### src/rtl/display_scheduler.sv
// Frame scheduler for the serial display shift register: two buffered requesters,
// fixed-priority arbitration, start pulse, completion/timeout tracking and periodic refresh.
module display_scheduler #(
  parameter int unsigned WIDTH          = 48,
  parameter int unsigned REFRESH_CYCLES = 1000000,
  parameter int unsigned TIMEOUT_CYCLES = 255
) (
  input  logic             clk_i,
  input  logic             rst_i,
  input  logic             time_valid_i,
  input  logic [WIDTH-1:0] time_data_i,
  input  logic             diag_valid_i,
  input  logic [WIDTH-1:0] diag_data_i,
  input  logic             sr_latch_i,
  output logic             sr_start_o,
  output logic [WIDTH-1:0] sr_data_o,
  output logic             busy_o,
  output logic             src_o,
  output logic             err_o,
  output logic [7:0]       frames_o
);

  localparam int unsigned REF_MAX = (REFRESH_CYCLES > 0) ? REFRESH_CYCLES - 1 : 0;
  localparam int unsigned RW      = (REF_MAX > 0) ? $clog2(REF_MAX + 1) : 1;
  localparam int unsigned TMO_MAX = (TIMEOUT_CYCLES > 0) ? TIMEOUT_CYCLES - 1 : 0;
  localparam int unsigned TW      = (TMO_MAX > 0) ? $clog2(TMO_MAX + 1) : 1;
  localparam bit          REF_EN  = (REFRESH_CYCLES != 0);

  typedef enum logic [1:0] {S_IDLE, S_START, S_WAIT_CLR, S_WAIT_DONE} state_t;

  state_t           r_state, w_state_nxt;
  logic [WIDTH-1:0] r_buf_t, r_buf_d, r_sr_data;
  logic             r_pend_t, r_pend_d, r_has_frame;
  logic             r_sr_start, r_busy, r_src, r_err;
  logic [7:0]       r_frames;
  logic [RW-1:0]    r_ref_cnt, w_ref_cnt_nxt;
  logic [TW-1:0]    r_tmo_cnt, w_tmo_cnt_nxt;
  logic             w_load_t, w_load_d, w_done, w_abort;

  // Next-state, arbitration and counter control
  always_comb begin
    w_state_nxt   = r_state;
    w_ref_cnt_nxt = r_ref_cnt;
    w_tmo_cnt_nxt = r_tmo_cnt;
    w_load_t      = 1'b0;
    w_load_d      = 1'b0;
    w_done        = 1'b0;
    w_abort       = 1'b0;
    unique case (r_state)
      S_IDLE: begin
        if (r_ref_cnt != RW'(REF_MAX)) w_ref_cnt_nxt = r_ref_cnt + RW'(1);
        if (r_pend_t) begin
          w_load_t    = 1'b1;
          w_state_nxt = S_START;
        end else if (r_pend_d) begin
          w_load_d    = 1'b1;
          w_state_nxt = S_START;
        end else if (REF_EN && r_has_frame && (r_ref_cnt == RW'(REF_MAX))) begin
          w_state_nxt = S_START;
        end
      end
      S_START: w_state_nxt = S_WAIT_CLR;
      // A shifter that never drops its latch is treated as stalled as well
      S_WAIT_CLR: begin
        w_tmo_cnt_nxt = r_tmo_cnt + TW'(1);
        if (r_tmo_cnt == TW'(TMO_MAX)) begin
          w_abort     = 1'b1;
          w_state_nxt = S_IDLE;
        end else if (!sr_latch_i) begin
          w_state_nxt = S_WAIT_DONE;
        end
      end
      S_WAIT_DONE: begin
        w_tmo_cnt_nxt = r_tmo_cnt + TW'(1);
        if (sr_latch_i) begin
          w_done      = 1'b1;
          w_state_nxt = S_IDLE;
        end else if (r_tmo_cnt == TW'(TMO_MAX)) begin
          w_abort     = 1'b1;
          w_state_nxt = S_IDLE;
        end
      end
      default: w_state_nxt = S_IDLE;
    endcase
    if (w_state_nxt == S_START) begin
      w_ref_cnt_nxt = '0;
      w_tmo_cnt_nxt = '0;
    end
  end

  // State, buffers and registered outputs
  always_ff @(posedge clk_i or posedge rst_i) begin
    if (rst_i) begin
      r_state     <= S_IDLE;
      r_buf_t     <= '0;
      r_buf_d     <= '0;
      r_pend_t    <= 1'b0;
      r_pend_d    <= 1'b0;
      r_has_frame <= 1'b0;
      r_ref_cnt   <= '0;
      r_tmo_cnt   <= '0;
      r_sr_data   <= '0;
      r_sr_start  <= 1'b0;
      r_busy      <= 1'b0;
      r_src       <= 1'b0;
      r_err       <= 1'b0;
      r_frames    <= '0;
    end else begin
      r_state    <= w_state_nxt;
      r_ref_cnt  <= w_ref_cnt_nxt;
      r_tmo_cnt  <= w_tmo_cnt_nxt;
      r_sr_start <= (w_state_nxt == S_START);
      r_busy     <= (w_state_nxt != S_IDLE);
      // A fresh pulse wins over the clear from a same-cycle load
      if (time_valid_i) begin
        r_buf_t  <= time_data_i;
        r_pend_t <= 1'b1;
      end else if (w_load_t) begin
        r_pend_t <= 1'b0;
      end
      if (diag_valid_i) begin
        r_buf_d  <= diag_data_i;
        r_pend_d <= 1'b1;
      end else if (w_load_d) begin
        r_pend_d <= 1'b0;
      end
      if (w_load_t) begin
        r_sr_data <= r_buf_t;
        r_src     <= 1'b0;
      end else if (w_load_d) begin
        r_sr_data <= r_buf_d;
        r_src     <= 1'b1;
      end
      if (w_done) begin
        r_frames    <= r_frames + 8'd1;
        r_has_frame <= 1'b1;
      end
      if (w_abort) r_err <= 1'b1;
    end
  end

  assign sr_start_o = r_sr_start;
  assign sr_data_o  = r_sr_data;
  assign busy_o     = r_busy;
  assign src_o      = r_src;
  assign err_o      = r_err;
  assign frames_o   = r_frames;

endmodule

### config.mk
export PLATFORM = sky130hd
export DESIGN_NAME = display_scheduler
export DESIGN_NICKNAME = d
export VERILOG_FILES = /design/src/rtl/display_scheduler.sv
export SDC_FILE = /design/constraint.sdc
export NUM_CORES = 1
export LEC_CHECK = 0
export ABC_AREA = 1
export CORE_MARGIN = 4
export CORE_UTILIZATION = 40
export CTS_CLUSTER_SIZE = 28
export DETAILED_ROUTE_END_ITERATION = 6
export HOLD_SLACK_MARGIN = 0.02
export PLACE_DENSITY_LB_ADDON = 0.08
export SYNTH_ARGS = -nofsm -noshare
export SYNTH_HDL_FRONTEND = slang
export SYNTH_SLANG_ARGS = --single-unit
### constraint.sdc
create_clock -name clk_i -period 20.8 [get_ports clk_i]
set_clock_uncertainty 0.1 [all_clocks]
set_input_delay 4.16 -clock clk_i [delete_from_list [all_inputs] [get_ports clk_i]]
set_output_delay 4.16 -clock clk_i [all_outputs]
set_load 0.01 [all_outputs]
==> results.toml <==
[worst_hold_path]
min-delay-start = "r_buf_d[27]"
worstHoldPathType = "flip-flop to flip-flop"

[power]
power.total_mw = 1.216
irDropWorstVdd_mv = 0.05947
leakage_nw = 4.986
p_per_area_nw_per_um2 = 114.7

[placement]
place_area_um2 = 10030
dp_slack_ps = 14360
dp_hpwl_um = 13590
portBuffers = 160
gp_congestion = 0.8305
place_inst = 1388

[floorplan]
die_x_um = 151.4
die_h_um = 151.4
io-pin-count = 161
die_area_um2 = 22920
core_um2 = 20230
row_count = 52
initial_utilization_pct = 40.64

[synth]
synth.cell_area_um2 = 8224
syn_avg_cell_area_um2 = 8.265
synth_cells = 995
post_synth_and_or_nand_nor_area_fraction_pct = 28.33
yosysWarnings = 0
yosysSeqAreaShare_pct = 57.51
synth.distinct_cells = 31
synth_ff_type = "dfrtp_1"
yosys-top-cells-area = "dfrtp_1, nand2_1, nor2_1"
post_synth_fa_ha_maj_area_fraction_pct = 0.6086
synthXorXnorAreaFrac_pct = 1.491
synthTopCellsByCount = "nand2_1, dfrtp_1, nor2_1"
synth-edff-count = 0
synth.largest_area_cell = "dfrtp_1"
synth-async-reset-ratio_pct = 100.0
syn_nets = 1100
synth_top_area_share_pct = 57.51
yosys.cell_count.top_type = "nand2_1"
synth_compound_area_share_pct = 7.211
ys_seq_elements = 189
synth_top_family_by_area = "simple AND/OR/NAND/NOR gates"
synth_mux_area_share_pct = 0

[worst_setup_path]
critPathMaxFanout = 112
path_cells = "clkdlybuf4s50_1 > inv_8 > buf_4"
slowest_stage = "buf_4"
endpoint_kind = "asynchronous set/reset pin"
critPathMaxStageDelay_ps = 890
reg2reg_from = "r_state[1]"
arrival_ps = 6180
crit_type = "primary input to asynchronous set/reset pin"
worst_setup_path_start_kind = "primary input"
worstPathRequired_ps = 21120
cp-startpoint = "rst_i"

[sta]
finalCriticalPeriod_ps = 5861
post-route-period-util_pct = 28.18
holdWs_ps = 367.3
setup_viol = 0
hold_viol_final = 0
worstMarginPinSlew_ps = 1018
max_clock_freq_mhz = 170.6
relSlewSlack_pct = 32.06
rsz0062_at_grt = "no"
drv_slew = 0
setup_ws_ps = 14940
setup_tns_ps = 0

[layout]
utilization_pct = 52.39
fin_nets = 1242
syn_to_final_growth_pct = 28.91
n_antenna_cell = 0
fillerInstances = 1982
layout-drive-gt1-share_pct = 5.565
instances_no_fill = 1420
final_area_um2 = 10600

[clock_network]
ctsHtreeMaxLevel = 4
cts-root-buf = "clkbuf_16"
cts_buffers = 17
cts_setup_buffers = 0
holdBufCountCts = 0
clk_path_buf_depth = 2
ctsResizeCount = 0
clk_latency_ps = 430
clkTransAtPathRegs_ps = 70
cts_tree = "built"
cts.sink_count = 189

[global_routing]
grt_pass1_vias = 6561
track_usage_pct = 19.32
grt_max_degree = 113
antenna_found_initial = 1
grt_pass1_wl_um = 34440
overflow = 0

[routing]
first_iter_violations = 433
route.detailed.drc = 0
wl_per_cell_um = 15.36
via_count = 6854
antenna_left = 0
wl_um = 21810
vias_per_cell = 4.827
dr.pass1.iters = 4

[status]
status = "complete, no violations"

[job]
maxCapViolations = 0
[final timing paths]
path | slack [ps] | depth (start not counted) | to
worst max-delay path | 14940 | 3 | sr_data_o[32]
worst min-delay path | 370 | 2 | r_buf_d[27]
worst max register to register | 17920 | 7 | sr_data_o[46]
worst min register to register | 370 | 2 | r_buf_d[27]
max in group clk_i | 15120 | 1 | frames_o[4]
min in group asynchronous | 4140 | 2 | sr_data_o[36]
[power breakdown]
group / switching (mW) / internal (mW) / total (mW) / leakage (nW)
registers: 0.0562 / 0.450 / 0.506 / 2.34
clock network: 0.154 / 0.162 / 0.316 / 0.281
logic: 0.216 / 0.178 / 0.394 / 2.37
[cells by family after synthesis]
kind of cell    count (synthesis)
xor+xnor                       14
compound gates                113
flops                         189
simple gates                  576
buf+inv                        99
fa+ha+maj                       4
[placed cells by master (no fill, tap or decap), drive strengths merged]
cell / n
a21oi: 51
a31oi: 1
buf: 8
clkbuf: 19
clkdlybuf4s50: 158
clkinv: 9
dfrtp: 189
ha: 4
inv: 60
nand2: 422
nand3: 19
nand3b: 1
nand4: 21
nor2: 102
nor3: 9
o21ai: 57
o221ai: 3
o311ai: 1
or2: 2
xnor2: 5
xor2: 9
[flip-flops by register name (all words and copies together) (netlist names)]
signal	flops
r_buf_d	48
r_buf_t	48
sr_data_o	48
r_ref_cnt	20
frames_o	8
r_tmo_cnt	8
r_state	2
busy_o	1
err_o	1
r_has_frame	1
r_pend_d	1
r_pend_t	1
sr_start_o	1
src_o	1
[metal layers]
layer / vias up / global-route usage [%] / share of wire, %
met5: - / 0 / 0.055
met4: 2 / 5.122 / 1.5
met3: 19 / 4.967 / 5.0
met2: 146 / 31.47 / 49
met1: 3272 / 25.74 / 45
li1: 3415 / - / -
[area by class of cell]
type                       count  area (µm²)  share of cell area, %
clock inverter                13       131.4                  1.239
multi-input combinational    707        3100                  29.25
timing repair buffer         166        1637                  15.44
tap                          270       337.8                  3.187
clock buffer                  19       442.9                  4.178
sequential                   189        4730                  44.61
inverter                      56       222.7                  2.101
[worst max-delay path: cells and delay by family]
| kind | cells | cell delay, ps |
|---|---|---|
| buf+inv | 3 | 1910 |
Note: power is estimated with default switching activity, not from simulation.
==> variant (config.mk and constraints unchanged) <==
Register the output `sr_data_o` once more, with the module's reset; this adds one clock of latency there. The other outputs are not delayed to match.
--- a/src/rtl/display_scheduler.sv
+++ b/src/rtl/display_scheduler.sv
@@ -142,3 +142,9 @@
   assign sr_start_o = r_sr_start;
-  assign sr_data_o  = r_sr_data;
+  always_ff @(posedge clk_i or posedge rst_i) begin
+    if (rst_i) begin
+      sr_data_o <= '0;
+    end else begin
+      sr_data_o <= r_sr_data;
+    end
+  end
   assign busy_o     = r_busy;
Formal check against the unedited RTL: not equivalent (Yosys sat finds a counterexample within 4 cycles, from zero or initial values and one cycle with rst_i high).
==> variant against the original RTL <==
- register-to-register slack better by 0.40 ns
- sequential share of layout area up 4.6 points
- count of clock-buffer cells in the layout up 14
- area after synthesis up 14%
- non-clock buffer count up 1
- design area up 14%
- wire length down 0.50%
- first-iteration DRC count down 8.3%
- sequential cell count up 48
- worst setup slack better by 0.10 ns
- die area up 13%
- utilization up 0.32 points
- combinational power down 3%
- power up 25%
==> variant: results (changes against the original RTL) <==
- PostCTS Resize Cnt: 0 (unchanged)
- Root cell of the clock tree: clkbuf_16 (unchanged)
- CTS HTree Levels: 1 (was 4)
- Number of buffers created by CTS: 25 (was 17)
- Drt total wl: 21,700 µm (was 21,800 µm)
- Synth Flop Type: dfrtp_1 (unchanged)
- VDD IR max: 51.7 µV (was 59.5 µV)
- Drt via density: 4.59 (was 4.83)
- Final net count: 1,264 (was 1,242)
- Crit-path slowest cell: clkdlybuf4s50_1 (was buf_4)
- CTS clock-pin slew for the worst setup and hold paths: 0.06 ns
- Top cells by count, synth: nand2_1, dfrtp_1, o21ai_0 (was nand2_1, dfrtp_1, nor2_1)
- Distinct cell type count after synthesis: 29 (was 31)
- RePlAce Congestion: 0.798 (was 0.831)
- Number of iterations in the first detailed-routing pass: 4 (unchanged)
- Synthesized flop and latch total: 237 (was 189)
- Synth Area in Compound Gates: 0.0870 (was 0.0721)
- Slew @ Worst Pin: 1.02 ns (about the same)
- First-pass GRT wire length: 35,800 µm (was 34,400 µm)
- Largest net degree at the start of global routing: 95 (was 113)
- Initial antenna violation count: 0 (was 1)
- Ratio of cells with drive above 1 in the final layout: 0.0586 (was 0.0557)
- Setup bufs post-CTS: 0 (unchanged)
- Fraction of registers with async set/reset: 1.00 (unchanged)
- Cell family with most CP delay: buffers and inverters (unchanged)
- CP max FO: 4 (was 112)
- Synth top area cells: dfrtp_1, nand2_1, o21ai_0 (was dfrtp_1, nand2_1, nor2_1)
- CTS max path bufs: 3 (was 2)
- Drt first-iter violations: 397 (was 433)
- Outcome: complete, no violations (unchanged)
- Post-synthesis mux area share: 0 (unchanged)
- Vias in the first global route: 6,886 (was 6,561)
- Clk Latency, worst-skew pair: 0.53 ns (was 0.43 ns)
- Leak pwr: 5.81 nW (was 4.99 nW)
- Filler cells: 2,187 (was 1,982)
- Warnings, synthesis: 0 (unchanged)
- GRT Resource Usage Total: 0.168 (was 0.193)
- Post-Syn Nets: 1,115 (was 1,100)
- Adder-Cell Fraction of Synth Area: 0.00534 (was 0.00609)
- Register area share after synthesis: 0.633 (was 0.575)
- Slowest stage delay, CP: 0.56 ns (was 0.89 ns)
- Xor/xnor cell area share of the yosys netlist: 0.0122 (was 0.0149)
- DP HPWL: 13,600 µm (about the same)
-- variant: logic make-up (layout without fill, tap and decap cells) --
logic type	after synthesis	in the layout
DFF	237	237
and+or+nand+nor	465	465
buffers and inverters	134	301
AOI/OAI and AO/OA	157	157
adders and majority gates	4	4
xor gates and xnor gates	13	13
-- variant: metrics by stage --
stage | cell area, µm² | util | std cells | hold WS (ns) | setup WS, ns
floorplan | 9370 | - | 1010 | 0.254 | 10.04
global placement | 11200 | 0.488 | 1445 | 0.257 | 14.43
detailed placement | 11200 | 0.488 | 1445 | 0.260 | 14.46
CTS | 12000 | 0.527 | 1490 | 0.272 | 15.01
global route | 12000 | 0.527 | 1490 | 0.277 | 14.83
finish | 12000 | 0.527 | 1490 | 0.265 | 15.04
-- variant: cell type report --
class,count,area (µm²),area share
well taps,313,392,0.0325
inverters,89,349,0.0290
clock buffers,33,686,0.0569
multi-input cells,639,2840,0.236
repair buffers,167,1640,0.137
flip-flops and latches,237,5930,0.492
clock inverters,12,200,0.0166
-- variant: worst register-to-register path: cells and delay by family (launching register included) --
kind	cells	cell delay, ns
buffers and inverters	3	1.07
flip-flops	1	0.58
AND/OR/NAND/NOR	3	0.22
AO/OA/AOI/OAI	2	0.40
-- variant: path summary, 6_finish.rpt --
| kind | from | end | slack (ns) | cells past startpoint |
|---|---|---|---|---|
| worst min register to register | r_sr_data[8] | sr_data_o[8] | 0.26 | 0 |
| max in group asynchronous | rst_i | r_buf_t[42] | 15.09 | 3 |
| worst min-delay path | r_sr_data[8] | sr_data_o[8] | 0.26 | 0 |
| worst max register to register | r_state[1] | r_sr_data[9] | 18.32 | 8 |
| min in group asynchronous | rst_i | r_sr_data[33] | 4.02 | 2 |
| worst max-delay path | frames_o[0] | frames_o[0] | 15.04 | 1 |
-- variant: power by group --
part / leakage, nW / switching [mW] / internal (mW)
clock: 0.439 / 0.183 / 0.295
sequential: 2.88 / 0.0672 / 0.591
combinational: 2.49 / 0.204 / 0.179
-- variant: metal layers --
| layer | global-route usage | share of wire |
|---|---|---|
| met5 | 0 | 0 |
| met4 | 0.0345 | 0.016 |
| met3 | 0.0327 | 0.054 |
| met2 | 0.272 | 0.46 |
| met1 | 0.240 | 0.47 |
